<file path="src/rtl/rs_defs.sv">
// Shared definitions for the reservation-station entry.
//   t_rs_state    : entry lifecycle states
//   t_rs_src_trk  : per-source tracking record {pend, psrc}
//   BLK_STQ/LDQ   : default bit positions in the structural blocker vector
// psrc is stored at RS_PREG_W_MAX bits so the record stays a fixed type
// while PREG_W remains a parameter; narrower indices are zero-extended.
package rs_defs;

    localparam int RS_PREG_W_MAX = 12;

    localparam int BLK_STQ = 0;
    localparam int BLK_LDQ = 1;

    typedef enum logic [1:0] {
        RS_IDLE    = 2'd0,
        RS_WAIT    = 2'd1,
        RS_SHADOW  = 2'd2,
        RS_BACKOFF = 2'd3
    } t_rs_state;

    typedef struct packed {
        logic                     pend;
        logic [RS_PREG_W_MAX-1:0] psrc;
    } t_rs_src_trk;

endpackage

</file>
<file path="src/rtl/rs_src_wakeup.sv">
// One source-operand tracker for a reservation-station entry.
// Ports:
//   clk, reset  : clock, async active-high reset
//   load        : entry is being allocated this cycle
//   track       : entry occupied, wakeup compare active
//   load_psrc   : source preg presented with alloc
//   load_pend   : 1 = source not yet written at alloc
//   wr_en       : PRF write valid, per port
//   wr_preg     : PRF write index, per port
//   ready       : source operand available
module rs_src_wakeup
    import rs_defs::*;
#(
    parameter int NUM_WR_PORTS = 2,
    parameter int PREG_W       = 7
) (
    input  logic                                 clk,
    input  logic                                 reset,
    input  logic                                 load,
    input  logic                                 track,
    input  logic [PREG_W-1:0]                    load_psrc,
    input  logic                                 load_pend,
    input  logic [NUM_WR_PORTS-1:0]              wr_en,
    input  logic [NUM_WR_PORTS-1:0][PREG_W-1:0]  wr_preg,
    output logic                                 ready
);

    if (PREG_W > RS_PREG_W_MAX || PREG_W < 1) begin : g_bad_preg_w
        $error("rs_src_wakeup: PREG_W out of range");
    end

    t_rs_src_trk trk;

    function automatic logic wr_hit(input logic [RS_PREG_W_MAX-1:0] psrc,
                                    input logic [NUM_WR_PORTS-1:0] en,
                                    input logic [NUM_WR_PORTS-1:0][PREG_W-1:0] preg);
        logic h;
        h = 1'b0;
        for (int p = 0; p < NUM_WR_PORTS; p++) begin
            if (en[p] && (RS_PREG_W_MAX'(preg[p]) == psrc)) h = 1'b1;
        end
        return h;
    endfunction

    logic [RS_PREG_W_MAX-1:0] load_psrc_ext;
    logic                     load_hit;
    logic                     trk_hit;

    assign load_psrc_ext = RS_PREG_W_MAX'(load_psrc);
    assign load_hit      = wr_hit(load_psrc_ext, wr_en, wr_preg);
    assign trk_hit       = wr_hit(trk.psrc, wr_en, wr_preg);

    // A write landing in the alloc cycle is bypassed so the operand is
    // not left waiting for a broadcast that has already gone by.
    always_ff @(posedge clk or posedge reset) begin
        if (reset) begin
            trk <= '0;
        end else if (load) begin
            trk.psrc <= load_psrc_ext;
            trk.pend <= load_pend & ~load_hit;
        end else if (track && trk.pend && trk_hit) begin
            trk.pend <= 1'b0;
        end
    end

    assign ready = ~trk.pend;

endmodule

</file>
<file path="src/rtl/rs_entry_replay.sv">
// Reservation-station entry with speculative replay shadow.
// Holds one renamed uop from dispatch until the shadow window after issue
// closes without a replay; a replay re-arms the entry after a backoff.
//
//   state    | meaning
//   ---------+----------------------------------------------------------
//   IDLE     | entry empty, accepts alloc
//   WAIT     | uop held, requests issue once sources ready and unblocked
//   SHADOW   | issued, waiting SHADOW_CYC cycles for a possible replay
//   BACKOFF  | replayed, holding off BACKOFF_CYC cycles before re-request
//
// Ports:
//   clk, reset        : clock, async active-high reset
//   nuke              : flush, drops the entry
//   blocker_busy      : structural resource busy flags
//   wr_en, wr_preg    : PRF write-back (wakeup) ports
//   alloc, alloc_*    : dispatch load of a new uop
//   e_valid           : entry occupied
//   e_req_issue       : issue request to picker
//   gnt_issue         : picker grant (same cycle as request)
//   e_issue_payload   : captured payload
//   replay            : execute replay request (SHADOW only)
//   e_free            : one-cycle pulse on return to IDLE
//   e_replay_cnt      : saturating replay count for the held uop
module rs_entry_replay
    import rs_defs::*;
#(
    parameter int NUM_SRCS     = 2,
    parameter int NUM_WR_PORTS = 2,
    parameter int PREG_W       = 7,
    parameter int PAYLOAD_W    = 64,
    parameter int NUM_BLOCKERS = 2,
    parameter int SHADOW_CYC   = 3,
    parameter int BACKOFF_CYC  = 2,
    parameter int REPLAY_CNT_W = 3
) (
    input  logic                                 clk,
    input  logic                                 reset,
    input  logic                                 nuke,
    input  logic [NUM_BLOCKERS-1:0]              blocker_busy,
    input  logic [NUM_WR_PORTS-1:0]              wr_en,
    input  logic [NUM_WR_PORTS-1:0][PREG_W-1:0]  wr_preg,
    input  logic                                 alloc,
    input  logic [NUM_SRCS-1:0][PREG_W-1:0]      alloc_psrc,
    input  logic [NUM_SRCS-1:0]                  alloc_psrc_pend,
    input  logic [NUM_BLOCKERS-1:0]              alloc_block_mask,
    input  logic [PAYLOAD_W-1:0]                 alloc_payload,
    output logic                                 e_valid,
    output logic                                 e_req_issue,
    input  logic                                 gnt_issue,
    output logic [PAYLOAD_W-1:0]                 e_issue_payload,
    input  logic                                 replay,
    output logic                                 e_free,
    output logic [REPLAY_CNT_W-1:0]              e_replay_cnt
);

    if (SHADOW_CYC < 1 || BACKOFF_CYC < 1) begin : g_bad_cyc
        $error("rs_entry_replay: SHADOW_CYC and BACKOFF_CYC must be >= 1");
    end

    localparam int CNT_MAX = (SHADOW_CYC > BACKOFF_CYC) ? SHADOW_CYC : BACKOFF_CYC;
    localparam int CNT_W   = (CNT_MAX > 1) ? $clog2(CNT_MAX) : 1;
    localparam logic [CNT_W-1:0] SHADOW_LAST  = CNT_W'(SHADOW_CYC - 1);
    localparam logic [CNT_W-1:0] BACKOFF_LAST = CNT_W'(BACKOFF_CYC - 1);

    t_rs_state               state;
    logic [CNT_W-1:0]        cnt;
    logic [NUM_BLOCKERS-1:0] block_mask;
    logic [NUM_SRCS-1:0]     src_ready;
    logic                    load;
    logic                    track;

    assign load  = alloc & ~nuke & (state == RS_IDLE);
    assign track = (state != RS_IDLE);

    for (genvar s = 0; s < NUM_SRCS; s++) begin : g_src
        rs_src_wakeup #(
            .NUM_WR_PORTS (NUM_WR_PORTS),
            .PREG_W       (PREG_W)
        ) u_src (
            .clk       (clk),
            .reset     (reset),
            .load      (load),
            .track     (track),
            .load_psrc (alloc_psrc[s]),
            .load_pend (alloc_psrc_pend[s]),
            .wr_en     (wr_en),
            .wr_preg   (wr_preg),
            .ready     (src_ready[s])
        );
    end

    assign e_valid     = (state != RS_IDLE);
    // Blockers are live so a resource freeing up lets the request rise
    // in the same cycle.
    assign e_req_issue = (state == RS_WAIT) & (&src_ready)
                         & ~|(block_mask & blocker_busy);

    always_ff @(posedge clk or posedge reset) begin
        if (reset) begin
            state           <= RS_IDLE;
            cnt             <= '0;
            block_mask      <= '0;
            e_issue_payload <= '0;
            e_free          <= 1'b0;
            e_replay_cnt    <= '0;
        end else begin
            e_free <= 1'b0;
            if (nuke) begin
                state  <= RS_IDLE;
                cnt    <= '0;
                e_free <= (state != RS_IDLE);
            end else begin
                case (state)
                    RS_IDLE: begin
                        if (alloc) begin
                            state           <= RS_WAIT;
                            cnt             <= '0;
                            block_mask      <= alloc_block_mask;
                            e_issue_payload <= alloc_payload;
                            e_replay_cnt    <= '0;
                        end
                    end
                    RS_WAIT: begin
                        if (gnt_issue && e_req_issue) begin
                            state <= RS_SHADOW;
                            cnt   <= '0;
                        end
                    end
                    RS_SHADOW: begin
                        // Replay takes priority over the final shadow cycle.
                        if (replay) begin
                            state <= RS_BACKOFF;
                            cnt   <= '0;
                            if (e_replay_cnt != '1) e_replay_cnt <= e_replay_cnt + 1'b1;
                        end else if (cnt == SHADOW_LAST) begin
                            state  <= RS_IDLE;
                            cnt    <= '0;
                            e_free <= 1'b1;
                        end else begin
                            cnt <= cnt + 1'b1;
                        end
                    end
                    RS_BACKOFF: begin
                        if (cnt == BACKOFF_LAST) begin
                            state <= RS_WAIT;
                            cnt   <= '0;
                        end else begin
                            cnt <= cnt + 1'b1;
                        end
                    end
                    default: begin
                        state <= RS_IDLE;
                        cnt   <= '0;
                    end
                endcase
            end
        end
    end

`ifndef SYNTHESIS
    a_gnt_needs_req: assert property (@(posedge clk) disable iff (reset)
        gnt_issue |-> e_req_issue)
        else $error("rs_entry_replay: grant without request");

    a_alloc_when_free: assert property (@(posedge clk) disable iff (reset)
        alloc |-> !e_valid)
        else $error("rs_entry_replay: alloc while entry valid");

    a_replay_in_shadow: assert property (@(posedge clk) disable iff (reset)
        replay |-> (state == RS_SHADOW))
        else $error("rs_entry_replay: replay outside shadow");
`endif

endmodule
</file>
<file path="config.mk">
export PLATFORM = sky130hd
export DESIGN_NAME = rs_entry_replay
export DESIGN_NICKNAME = d
export VERILOG_FILES = /design/src/rtl/rs_defs.sv /design/src/rtl/rs_src_wakeup.sv /design/src/rtl/rs_entry_replay.sv
export SDC_FILE = /design/constraint.sdc
export NUM_CORES = 1
export LEC_CHECK = 0
export ABC_CLOCK_PERIOD_IN_PS = 3600
export CORE_ASPECT_RATIO = 1.1
export CORE_MARGIN = 8
export CORE_UTILIZATION = 43
export CTS_BUF_LIST = sky130_fd_sc_hd__clkbuf_8 sky130_fd_sc_hd__clkbuf_16
export DETAILED_ROUTE_END_ITERATION = 8
export PLACE_DENSITY = 0.8
export SYNTH_ARGS = -nofsm -noshare
export SYNTH_HDL_FRONTEND = slang
export SYNTH_SLANG_ARGS = --single-unit
</file>
<file path="constraint.sdc">
create_clock -name clk -period 3.6 [get_ports clk]
set_clock_uncertainty 0.2 [all_clocks]
set_input_delay 0.54 -clock clk [delete_from_list [all_inputs] [get_ports clk]]
set_output_delay 0.54 -clock clk [all_outputs]
set_load 0.05 [all_outputs]
</file>
==> flow_metrics.env <==
export IMPL_status="finished clean"
export IMPL_hold_viol_final=0
export IMPL_grt_setup_unrepaired="false"
export IMPL_synth_async_reset_ratio=1.00
export IMPL_dp_hpwl_um=9500
export IMPL_place_area_um2=6130
export IMPL_cts_root_buf="clkbuf_8"
export IMPL_grt_total_usage=0.185
export IMPL_timing_worst_setup_path_type="in -> out"
export IMPL_cp_arrival_ns=2.17
export IMPL_yosysTopAreaCellShare=0.532
export IMPL_dieArea_um2=13300
export IMPL_syn_area_per_cell_um2=8.64
export IMPL_cts_clk_slew_worst_paths_ns=0.08
export IMPL_cts_buffer_depth=2
export IMPL_hp_class="reg -> reg"
export IMPL_grt_pass1_wl_um=20300
export IMPL_setup_slack_ns=0.691
export IMPL_yosysUniqueCellTypes=33
export IMPL_drt_iter0_markers=131
export IMPL_postRouteAntennaNets=0
export IMPL_yosys_top_cells_area="dfrtp_1 (53%), nand2_1 (22%), xor2_1 (7.4%)"
export IMPL_slew_headroom=0.420
export IMPL_yosysSeqAreaShare=0.532
export IMPL_ir_worst_vdd_mv=0.601
export IMPL_crit_path_start_kind="primary input"
export IMPL_fin_crit_sh=0.808
export IMPL_nets=774
export IMPL_h_tree_depth=3
export IMPL_top_layer="met4"
export IMPL_place_congestion=0.914
export IMPL_synth_seq_cells=90
export IMPL_maxCapViolCount=0
export IMPL_drive_above_1_share=0.0390
export IMPL_met1_length_um=4990
export IMPL_max_stage_delay_ns=0.79
export IMPL_remaining_drc_errors=0
export IMPL_postLayoutCellArea_um2=6320
export IMPL_min_path_cells=2
export IMPL_syn_to_final_growth_pct=49.3
export IMPL_maxSlewViolCount=0
export IMPL_timing_fmax_mhz=344
export IMPL_mostFrequentLayoutCell="nand2_1"
export IMPL_cts_hold_buf=0
export IMPL_start_util=0.434
export IMPL_antenna_found_initial=0
export IMPL_row_count=38
export IMPL_critPathMaxFanout=2
export IMPL_dr_total_vias=3824
export IMPL_cp_cell_sequence="clkdlybuf4s50_1, a211oi_2, and3_2, clkdlybuf4s50_1"
export IMPL_cpMaxStageDelayCell="clkdlybuf4s50_1"
export IMPL_synth_area_um2=4230
export IMPL_antennaDiodeCount=0
export IMPL_dr_wl_met3_um=1020
export IMPL_drt_pass1_iter_count=4
export IMPL_setup_violations=0
export IMPL_clkLatencyLatePin_ns=0.35
export IMPL_via_per_inst=4.87
export IMPL_most_common_layout_cells="nand2_1 (247), clkdlybuf4s50_1 (175), dfrtp_1 (90), xor2_1 (36), xnor2_1 (20)"
export IMPL_synth_nets=602
export IMPL_dieWidth_um=111
export IMPL_cts_tree="done"
export IMPL_grt_max_degree=83
export IMPL_grt_pass1_vias=4151
export IMPL_io_buffers=175
export IMPL_synth_enable_flop_cells=0
export IMPL_synth_ff_type="dfrtp_1"
export IMPL_end_kind="output port"
export IMPL_powerDensity_nw_per_um2=818
export IMPL_wl_met2_um=6030
export IMPL_crit_path_frequent_cell="clkdlybuf4s50_1"
export IMPL_die_height_um=120
export IMPL_worst_slew_pin_slew_ns=0.871
export IMPL_wl_per_cell_um=15.8
export IMPL_cts_num_sinks=90
export IMPL_reg2reg_depth=6
export IMPL_gr_total_overflow=0
export IMPL_synth_top_cell_by_area="dfrtp_1"
export IMPL_required_ns=2.86
export IMPL_synth_warnings=0
export IMPL_postSynthCellCount=490
export IMPL_core_area_um2=9750
export IMPL_p_leak_uw=0.00301
export IMPL_io_pins=176
export IMPL_ctsResizeCount=0
export IMPL_wl_um=12400
export IMPL_post_cts_buffers=0
export IMPL_finalCriticalPeriod_ns=2.91
export IMPL_cts_buffers_inserted=9
export IMPL_pre_cts_ws_ns=0.687
export IMPL_fin_tns_setup_ns=0
## routing by layer
| layer | up-vias | track usage |
|---|---|---|
| met3 | 26 | 0.0714 |
| met1 | 1798 | 0.203 |
| met5 | - | 0 |
| li1 | 1879 | - |
| met4 | 0 | 0.0879 |
| met2 | 121 | 0.309 |
## cell families (layout without fill, tap and decap cells)
kind of cell	count (synthesis)	in the layout	synth area share
multiplexers	1	1	0.00236
AND/OR/NAND/NOR	289	289	0.275
adder cells (fa/ha/maj)	6	6	0.0177
flip-flops	90	90	0.532
XOR/XNOR	56	56	0.116
buffers and inverters	27	203	0.0245
AO/OA/AOI/OAI	21	21	0.0328
## power by group
group | total (uW) | switching [uW] | internal, uW
Sequential | 1690 | 277 | 1420
Combinational | 2790 | 1850 | 943
Clock | 681 | 346 | 335
Total | 5170 | 2470 | 2690
## path summary, 6_finish.rpt
kind	slack, ns	endpoint	from
worst max register to register	1.31	e_issue_payload[6]	state[0]
worst max-delay path	0.69	e_req_issue	blocker_busy[1]
worst min register to register	0.28	e_issue_payload[27]	e_issue_payload[27]
max in group asynchronous	2.09	e_issue_payload[58]	reset
min in group asynchronous	0.40	e_issue_payload[0]	reset
worst min-delay path	0.28	e_issue_payload[27]	e_issue_payload[27]
## per-stage QoR
stage / hold slack (ns) / std cells / util / power, uW
2_1_floorplan: 0.246 / 490 / - / 3450
3_3_place_gp: 0.256 / 771 / 0.629 / 4460
3_5_place_dp: 0.261 / 771 / 0.629 / 4520
4_1_cts: 0.282 / 786 / 0.649 / 5220
5_1_grt: 0.305 / 786 / 0.649 / 5440
6_report: 0.275 / 786 / 0.649 / 5170
## area by class of cell
class / count / area (um2)
fillers: 819 / 3430
flip-flops and latches: 90 / 2250
multi-input cells: 373 / 1880
repair buffers: 179 / 1810
well taps: 120 / 150
clock buffers: 10 / 138
clock inverters: 5 / 55.1
inverters: 9 / 35.0
## cells in the mapped netlist (2+ instances only)
library cell / number
ha_1: 6
inv_1: 8
or3_1: 2
buf_1: 4
nand4_1: 10
clkbuf_1: 12
nor3_1: 2
xnor2_1: 20
nand3_1: 4
nand2_1: 247
a21o_1: 2
nand2b_1: 2
dfrtp_1: 90
o21ai_0: 8
xor2_1: 36
a21oi_1: 4
nor4_1: 7
o2111ai_1: 2
nor2_1: 10
## flip-flops by register name (all words and copies together), names as in the netlist
register,count
state,2
g_src.u_src.trk,16
e_issue_payload,64
e_free,1
block_mask,2
cnt,2
e_replay_cnt,3
## worst max-delay path: cells and delay by family
family                 cells  cell delay, ns
buffers and inverters      2            1.20
AO/OA/AOI/OAI              1            0.23
AND/OR/NAND/NOR            1            0.19
Note: power is estimated with default switching activity, not from simulation.
